**config.mk**
```make
export PLATFORM = sky130hd
export DESIGN_NAME = rat_ckpt
export DESIGN_NICKNAME = d
export VERILOG_FILES = /design/src/rtl/rat_ckpt.sv
export SDC_FILE = /design/constraint.sdc
export NUM_CORES = 2
export LEC_CHECK = 0
export ABC_AREA = 0
export BUFFER_PORTS_ARGS = -buffer_cell sky130_fd_sc_hd__clkbuf_2
export CAP_MARGIN = 10
export CELL_PAD_IN_SITES_DETAIL_PLACEMENT = 1
export CELL_PAD_IN_SITES_GLOBAL_PLACEMENT = 1
export CORE_MARGIN = 1.5
export CORE_UTILIZATION = 25
export DETAILED_ROUTE_END_ITERATION = 8
export PLACE_DENSITY_LB_ADDON = 0.1
export SLEW_MARGIN = 20
export SYNTH_ARGS = -nofsm -noshare
export SYNTH_HDL_FRONTEND = slang
export SYNTH_SLANG_ARGS = --single-unit
export TNS_END_PERCENT = 10
```
**constraint.sdc**
```tcl
create_clock -name clock -period 5.6 [get_ports clock]
set_clock_uncertainty 0.15 [all_clocks]
set_input_delay 1.12 -clock clock [delete_from_list [all_inputs] [get_ports clock]]
set_output_delay 1.12 -clock clock [all_outputs]
set_load 0.02 [all_outputs]
```
**src/rtl/rat_ckpt.sv**
```systemverilog
// Speculative register alias table with branch checkpoints and a committed copy.
// Serves WIDTH rename slots per cycle with in-group bypass; recovers from a checkpoint or the committed map.
module rat_ckpt #(
   parameter int NUM_AREG = 32,
   parameter int PREG_W   = 6,
   parameter int WIDTH    = 2,
   parameter int NUM_CKPT = 4,
   localparam int AREG_W  = $clog2(NUM_AREG),
   localparam int CKPT_W  = $clog2(NUM_CKPT)
) (
   input  logic                      clock,
   input  logic                      reset_n,
   input  logic [WIDTH-1:0]          src1_is_reg,
   input  logic [WIDTH-1:0]          src2_is_reg,
   input  logic [WIDTH-1:0]          need_to_wb,
   input  logic [WIDTH*AREG_W-1:0]   rs1,
   input  logic [WIDTH*AREG_W-1:0]   rs2,
   input  logic [WIDTH*AREG_W-1:0]   rd,
   output logic [WIDTH*PREG_W-1:0]   rat_prs1,
   output logic [WIDTH*PREG_W-1:0]   rat_prs2,
   output logic [WIDTH*PREG_W-1:0]   rat_prd,
   input  logic [WIDTH-1:0]          rename_valid,
   input  logic [WIDTH*AREG_W-1:0]   rename_addr,
   input  logic [WIDTH*PREG_W-1:0]   rename_data,
   input  logic                      ckpt_alloc_valid,
   output logic                      ckpt_alloc_gnt,
   output logic [CKPT_W-1:0]         ckpt_alloc_id,
   input  logic                      ckpt_release,
   input  logic                      restore_valid,
   input  logic [CKPT_W-1:0]         restore_id,
   input  logic                      flush_valid,
   input  logic [WIDTH-1:0]          commit_valid,
   input  logic [WIDTH*AREG_W-1:0]   commit_areg,
   input  logic [WIDTH*PREG_W-1:0]   commit_preg,
   output logic [CKPT_W:0]           ckpt_count,
   output logic                      ckpt_full
);

   typedef logic [PREG_W-1:0] tag_t;

   localparam logic [CKPT_W:0] PTR_ONE  = (CKPT_W+1)'(1);
   localparam logic [CKPT_W:0] PTR_FULL = (CKPT_W+1)'(NUM_CKPT);

   tag_t spec_map  [NUM_AREG];
   tag_t arch_map  [NUM_AREG];
   tag_t spec_next [NUM_AREG];
   tag_t arch_next [NUM_AREG];
   tag_t snap      [NUM_CKPT][NUM_AREG];

   logic [CKPT_W:0] head, tail, head_next, tail_next, restore_pos;
   logic            full_q;
   logic            do_flush, do_restore, do_alloc, do_release;

   // Older slots in the same group forward their new tag; register 0 never matches.
   function automatic tag_t bypass_read(
      input logic [AREG_W-1:0]       idx,
      input int                      slot,
      input tag_t                    base,
      input logic [WIDTH-1:0]        wv,
      input logic [WIDTH*AREG_W-1:0] wa,
      input logic [WIDTH*PREG_W-1:0] wd
   );
      tag_t t;
      t = base;
      for (int i = 0; i < WIDTH; i++) begin
         if (i < slot && wv[i] && wa[i*AREG_W +: AREG_W] == idx && idx != '0)
            t = wd[i*PREG_W +: PREG_W];
      end
      return t;
   endfunction

   for (genvar j = 0; j < WIDTH; j++) begin : g_read
      logic [AREG_W-1:0] a1, a2, ad;
      assign a1 = rs1[j*AREG_W +: AREG_W];
      assign a2 = rs2[j*AREG_W +: AREG_W];
      assign ad = rd[j*AREG_W +: AREG_W];
      assign rat_prs1[j*PREG_W +: PREG_W] = src1_is_reg[j] ?
         bypass_read(a1, j, spec_map[a1], rename_valid, rename_addr, rename_data) : '0;
      assign rat_prs2[j*PREG_W +: PREG_W] = src2_is_reg[j] ?
         bypass_read(a2, j, spec_map[a2], rename_valid, rename_addr, rename_data) : '0;
      assign rat_prd[j*PREG_W +: PREG_W] = need_to_wb[j] ?
         bypass_read(ad, j, spec_map[ad], rename_valid, rename_addr, rename_data) : '0;
   end

   assign do_flush   = flush_valid;
   assign do_restore = restore_valid & ~flush_valid;
   assign do_alloc   = ckpt_alloc_valid & ~full_q & ~flush_valid & ~restore_valid;
   assign do_release = ckpt_release & (ckpt_count != '0) & ~flush_valid;

   assign ckpt_count     = tail - head;
   assign ckpt_full      = full_q;
   assign ckpt_alloc_gnt = do_alloc;
   assign ckpt_alloc_id  = tail[CKPT_W-1:0];

   // Later slots are applied last so the youngest writer of an entry wins.
   always_comb begin
      spec_next = spec_map;
      arch_next = arch_map;
      for (int i = 0; i < WIDTH; i++) begin
         if (rename_valid[i] && rename_addr[i*AREG_W +: AREG_W] != '0)
            spec_next[rename_addr[i*AREG_W +: AREG_W]] = rename_data[i*PREG_W +: PREG_W];
         if (commit_valid[i] && commit_areg[i*AREG_W +: AREG_W] != '0)
            arch_next[commit_areg[i*AREG_W +: AREG_W]] = commit_preg[i*PREG_W +: PREG_W];
      end
   end

   // The restored entry sits in head's lap if its index is not below head's, else one lap on.
   always_comb begin
      head_next   = head;
      tail_next   = tail;
      restore_pos = (restore_id >= head[CKPT_W-1:0]) ? {head[CKPT_W], restore_id}
                                                     : {~head[CKPT_W], restore_id};
      if (do_flush) begin
         head_next = tail;
      end else begin
         if (do_release)
            head_next = head + PTR_ONE;
         if (do_restore)
            tail_next = restore_pos + PTR_ONE;
         else if (do_alloc)
            tail_next = tail + PTR_ONE;
      end
   end

   always_ff @(posedge clock or negedge reset_n) begin
      if (!reset_n) begin
         for (int i = 0; i < NUM_AREG; i++) begin
            spec_map[i] <= tag_t'(i);
            arch_map[i] <= tag_t'(i);
         end
         head   <= '0;
         tail   <= '0;
         full_q <= 1'b0;
      end else begin
         arch_map <= arch_next;
         if (do_flush)
            spec_map <= arch_next;
         else if (do_restore)
            spec_map <= snap[restore_id];
         else
            spec_map <= spec_next;
         head   <= head_next;
         tail   <= tail_next;
         full_q <= ((tail_next - head_next) == PTR_FULL);
      end
   end

   // Snapshot contents are don't-care until allocated, so they carry no reset.
   always_ff @(posedge clock) begin
      if (do_alloc)
         snap[tail[CKPT_W-1:0]] <= spec_next;
   end

endmodule

```
Yosys cells after proc, flatten, opt, wreduce, memory -nomap -nowiden
Memory sizes are Yosys's and may differ from the RTL's.
Index checks and enable logic that the tools add are counted.
Word-level totals
  memories kept: 1
  word-level logic and storage cells: 187
  bits in writable memories: 768
  input port bits: 92
  register bits after elaboration: 391
Operators by class
  magnitude comparators: 15
  reductions and logical operators: 22
  mux-type cells: 53
  bitwise operators: 20
  add/subtract/negate cells: 5
  eq/ne operators: 4
Memories
  snap: words 4, bits a word 192, read ports 1, clocked after memory_dff 0, write ports 1, line 48  | tag_t snap [NUM_CKPT][NUM_AREG];
Operators by type and width (number)
  2-to-1 mux 192 bit: 6
  bitwise mux 192 bit: 4
  binary-select mux 6 bit (select 5 bit): 6
  2-to-1 mux 6 bit: 25
  demux 6 bit (select 5 bit): 4
  greater-or-equal comparator 6 bit (second input constant): 10
  NOT 5 -> 6 bit: 10
  nonzero test 5 bit: 7
  < comparator 6 x 1 -> 1 bit (second input constant): 4
  2-to-1 mux 3 bit: 6
  == test 5 bit: 3
  logical AND 1 bit: 14
  adder 3 x 1 -> 3 bit (second input constant): 3
  bitwise AND 1 bit: 6
  subtractor 3 bit: 2
  NOT 1 bit: 4
  == test 3 bit (second input constant): 1
  nonzero test 3 bit: 1
  greater-or-equal comparator 2 bit: 1
  2-to-1 mux 1 bit: 2

Logic depth before layout (Yosys ltp)
  depth in word-level cells: 11
  mapped depth: 13
  gate-level depth less buffers: 13

Worst setup path after synthesis
No wires, ideal clock.
  path type: in2reg
  start: in restore_valid
  end: mem snap[1][0] in the netlist's numbering (enable)
  data required time: 4.874 ns
  setup time: 0.576 ns
  arrival: 6.798 ns
  path slack: -1.924 ns
  stages: 5
  cells stage by stage: clkbuf_1 clkbuf_1 buf_2 nor3_1 and2_1
On the way
  word-level cells in the longest chain between the ends: 4
RTL lines
  start, declared: line 29  | input logic restore_valid,
  NOT 1 bit: line 87  | assign do_alloc = ckpt_alloc_valid & ~full_q & ~flush_valid & ~restore_valid;
  bitwise AND 1 bit: line 87
  named net ckpt_alloc_gnt: line 26  | output logic ckpt_alloc_gnt,
  2-to-1 mux 1 bit: line 150  | if (do_alloc)
  2-to-1 mux 1 bit (not written as such): line 151  | snap[tail[CKPT_W-1:0]] <= spec_next;
  end, declared: line 48
The timed path passes the listed nets, and every way through them passes these cells.

Final worst setup path
  start: in rd[5]
  end: out rat_prd[6]
On the way
  word-level cells in the longest chain between the ends: 6
  elaborated cells between the ends (all ways): 10
  classes of those cells: 1 x eq/ne; 5 x mux; 1 x bitwise; 3 x reduce/logical
RTL lines
  start, declared: line 18  | input logic [WIDTH*AREG_W-1:0] rd,
  NOT 5 -> 6 bit (not written as such): line 82  | bypass_read(ad, j, spec_map[ad], rename_valid, rename_addr, rename_data) : '0;
  binary-select mux 6 bit (select 5 bit): line 82
  2-to-1 mux 6 bit (not written as such) (2 in series): line 82
  2-to-1 mux 6 bit *: line 66  | if (i < slot && wv[i] && wa[i*AREG_W +: AREG_W] == idx && idx != '0)
  2-to-1 mux 6 bit *: line 81  | assign rat_prd[j*PREG_W +: PREG_W] = need_to_wb[j] ?
  end, declared: line 21  | output logic [WIDTH*PREG_W-1:0] rat_prd,
Every way passes the cells marked *; elsewhere a longest branch is shown, timed or not. The select of a mux whose other input is x is not followed.

==> impl_results.rst <==
.. list-table::
   :header-rows: 1

   * - Metric
     - Value
   * - Post-cts gate resize count
     - 0
   * - Effective utilization at floorplan
     - 0.251
   * - # clock sinks
     - 1159
   * - Least-Margin Pin Slew
     - 1.11 ns
   * - Number of buffers added by the clock tree synthesis step
     - between 100 and 150
   * - Outcome
     - completed
   * - Leading post-synthesis cells by cell area
     - edfxtp_1 38%, mux4_2 17%, dfrtp_1 9.5%
   * - Cell accounting for the most synthesized area
     - edfxtp_1
   * - Number of register bits inferred by synthesis
     - about 1200
   * - Longest Clk Path Bufs
     - 3
   * - Worst-case register-to-register setup slack
     - 2.01 ns
   * - Remaining Overflow, GRT
     - 0
   * - Count of unique library cells instantiated by Yosys
     - 65
   * - Crit start category
     - input pin
   * - Type of element capturing the critical path
     - primary output
   * - Mean instance size in the synthesized netlist
     - 14.5 µm²
   * - Antenna violation net count after detailed routing
     - 0
   * - Total of fill cells in the finished design
     - roughly 26000
   * - Synth Net Count
     - 4305
   * - Critical path start-end classification
     - input pin to primary output
   * - Final weighted congestion in routability-driven placement
     - 0.931
   * - Worst endpoint required time
     - between 4 and 5 ns
   * - Timing-limited maximum frequency
     - 190 MHz
   * - Yosys warns
     - 0
   * - Proportion of synthesized area in mux cells
     - 0.326
   * - Post-CTS Repair Setup Buffers
     - 0
   * - Compound-Gate Fraction of Synth Area
     - 0.0480
   * - Final worst setup slack
     - 0.344 ns
   * - Setup TNS after final layout
     - 0 ns
   * - Final worst path period share
     - 0.939
   * - Largest net degree at the start of global routing
     - 104
   * - Number of vias after detailed routing
     - 40100
   * - Share of async-settable or async-resettable flops after synthesis
     - 0.337
   * - Max-slew violations
     - 0
   * - Dpl ws
     - 0.400 ns
   * - H-tree depth
     - 4
   * - Hold Violations, Final
     - 0
   * - Sequential element share of the synthesized area
     - 0.541
   * - # IOs
     - ~140
   * - Proportion of layout cells with a drive suffix above 1
     - 0.354
   * - IR Drop Worst-Case VDD
     - 0.312 mV
   * - PnR Total Power
     - 26.8 mW
   * - Leakage power figure
     - 25.5 nW
   * - Post-Synth Simple-Gate Area
     - 0.0527
   * - Xor/xnor cell area share of the yosys netlist
     - 0.00318
   * - Max_cap viols
     - 0
   * - Setup violation total in the final timing report
     - 0
   * - DRC
     - 0
   * - Clk Latency, worst-skew pair
     - 0.83 ns
   * - Number of antenna violations at the first check in global routing
     - between 40 and 50
   * - Path type of the worst min-delay path
     - input pin to async pin
   * - Cell row count
     - about 180
   * - Total routing resource utilization after global routing
     - 0.223
   * - Relative slew slack
     - 0.262
   * - CP arrival
     - around 4.0 ns
   * - RSZ-0062 raised after global routing
     - no
   * - Final instance count without filler cells
     - 7627
   * - Synth Flop Type
     - edfxtp_1
   * - Clock-pin slew reported for the worst setup and hold paths after clock tree synthesis
     - ~0.060 ns
   * - First-pass iteration count of the detailed router
     - 5
   * - Share of the synthesized area in the top cell type
     - 0.378
   * - Largest family of logic cells by synthesized area
     - multiplexers
   * - Port Buf Inserts
     - 134
   * - Detail-routed net length per standard cell
     - 36.5 µm
   * - First-pass GRT wire length
     - approximately 380 mm
   * - Post-Syn Instances
     - ~4200
   * - Count of flip-flops with a built-in enable after synthesis
     - 768
   * - Adder and majority cell fraction of the synthesized area
     - 0.00258
   * - Core Region
     - roughly 0.24 mm²
   * - Mapped cell area
     - 0.0611 mm²
   * - Die width
     - 497 µm
   * - PwrDens
     - 378 mW/mm²
   * - Mean number of vias per cell
     - roughly 5.3
   * - Number of DRC markers after the initial detailed-route iteration
     - 3569
   * - Crit path max fanout
     - 23
   * - Layout overhead on the synthesized area
     - 16.0%
   * - Nets
     - 4394
   * - Number of buffers inserted by hold repair at cts
     - 0
   * - Post-route minimum period
     - 5.26 ns
   * - Root buf cell
     - clkbuf_16
   * - Die area
     - 0.247 mm²
   * - Cell count after placement
     - about 7300
   * - Die height
     - 497 µm
   * - Clock tree from TritonCTS
     - built
   * - HPWL reported at the end of detailed placement
     - 195 mm
   * - Sum of routed wire length over all layers
     - 279 mm
   * - Vias in the first global route
     - 42000
-- sequential cells by signal (all words and copies together) (netlist names) --
signal and flops:
ckpt_full 1, snap 768, arch_map 192, head 3
tail 3, spec_map 192
-- critical path, cell delays in order --
cell,delay (ns)
buf_4,0.39
buf_4,0.38
mux2_2,0.37
o21ai_0,0.21
o221ai_1,0.14
o21ai_0,0.53
a31oi_1,0.43
buf_4,0.25
clkbuf_2,0.15
-- where the power goes --
group          internal (mW)  switching [mW]
Clock                   5.38            3.95
Sequential              10.5            1.51
Combinational           2.32            3.08
-- placed cells by master, fill, tap and decap left out, drive strengths merged, types with 12 or more instances in the layout --
cell    instances
a21oi         215
a31oi          19
buf           192
clkbuf        335
clkinv         46
dfrtp         231
dfstp         160
edfxtp        768
inv            20
mux2          380
mux2i         545
mux4          452
nand2         265
nand2b         21
nor2          305
nor2b          31
nor3           13
o21ai         229
o22ai          20
xor2           12
-- metrics by stage --
| step | utilization | hold slack, ns | cell area, µm² |
|---|---|---|---|
| final | 0.292 | 0.139 | 70900 |
| after global routing | 0.292 | 0.155 | 70800 |
| after CTS | 0.291 | 0.179 | 70800 |
| after floorplan | - | 0.279 | 61100 |
| after global placement | 0.272 | 0.215 | 66100 |
| after detailed placement | 0.272 | 0.217 | 66100 |
-- synthesized netlist by cell type (all sizes together), types with 3 or more instances --
cell	instances
edfxtp	768
mux2i	545
mux4	452
mux2	380
nor2	305
nand2	265
clkbuf	264
dfrtp	231
o21ai	229
a21oi	215
dfstp	160
buf	110
nor2b	31
nand2b	21
o22ai	20
a31oi	19
nor3	13
inv	12
xor2	12
ha	11
nand3	10
o221ai	10
or3	10
nor4	9
or2	9
o41ai	8
a211oi	7
and2	7
nand4b	6
o22a	6
a211o	5
a221oi	5
nand4	5
xnor2	5
nor3b	4
o211ai	4
o21bai	4
and4b	3
and4bb	3
nand4bb	3
-- kinds of logic after synthesis --
kind of cell	after synthesis
buffers and inverters	386
muxes	1377
adders and majority gates	12
xor gates and xnor gates	19
and+or+nand+nor	709
AOI/OAI and AO/OA	539
DFF	1159
-- metal layers --
layer  global-route usage  routed length (µm)  vias to the layer above
li1                     -                   -                    16500
met1                0.307              126000                    21900
met2                0.356              130000                     1201
met3               0.0311               12000                      410
met4               0.0816               10900                       18
met5                    0                 117                        -
-- cell type report --
| type | instances | area, µm² | area share |
|---|---|---|---|
| diodes | 11 | 27.5 | 0.000388 |
| clock buffers | 211 | 4080 | 0.0576 |
| clock inverters | 60 | 616 | 0.00869 |
| inverters | 12 | 52.6 | 0.000742 |
| multi-input cells | 2656 | 26500 | 0.373 |
| flip-flops and latches | 1159 | 33000 | 0.466 |
| well taps | 3202 | 4010 | 0.0565 |
| repair buffers | 316 | 2580 | 0.0364 |
-- final timing paths --
check | cells after the start | end | startpoint
setup / recovery | 9 | rat_prd[6] | rd[5]
hold / removal | 1 | tail[2] | reset_n
setup reg to reg | 13 | ckpt_full | tail[0]
hold reg to reg | 0 | arch_map[190] | arch_map[190]
max in group asynchronous | 2 | spec_map[130] | reset_n
min in group clock | 0 | arch_map[190] | arch_map[190]
Power figures use the tool's default switching activity.
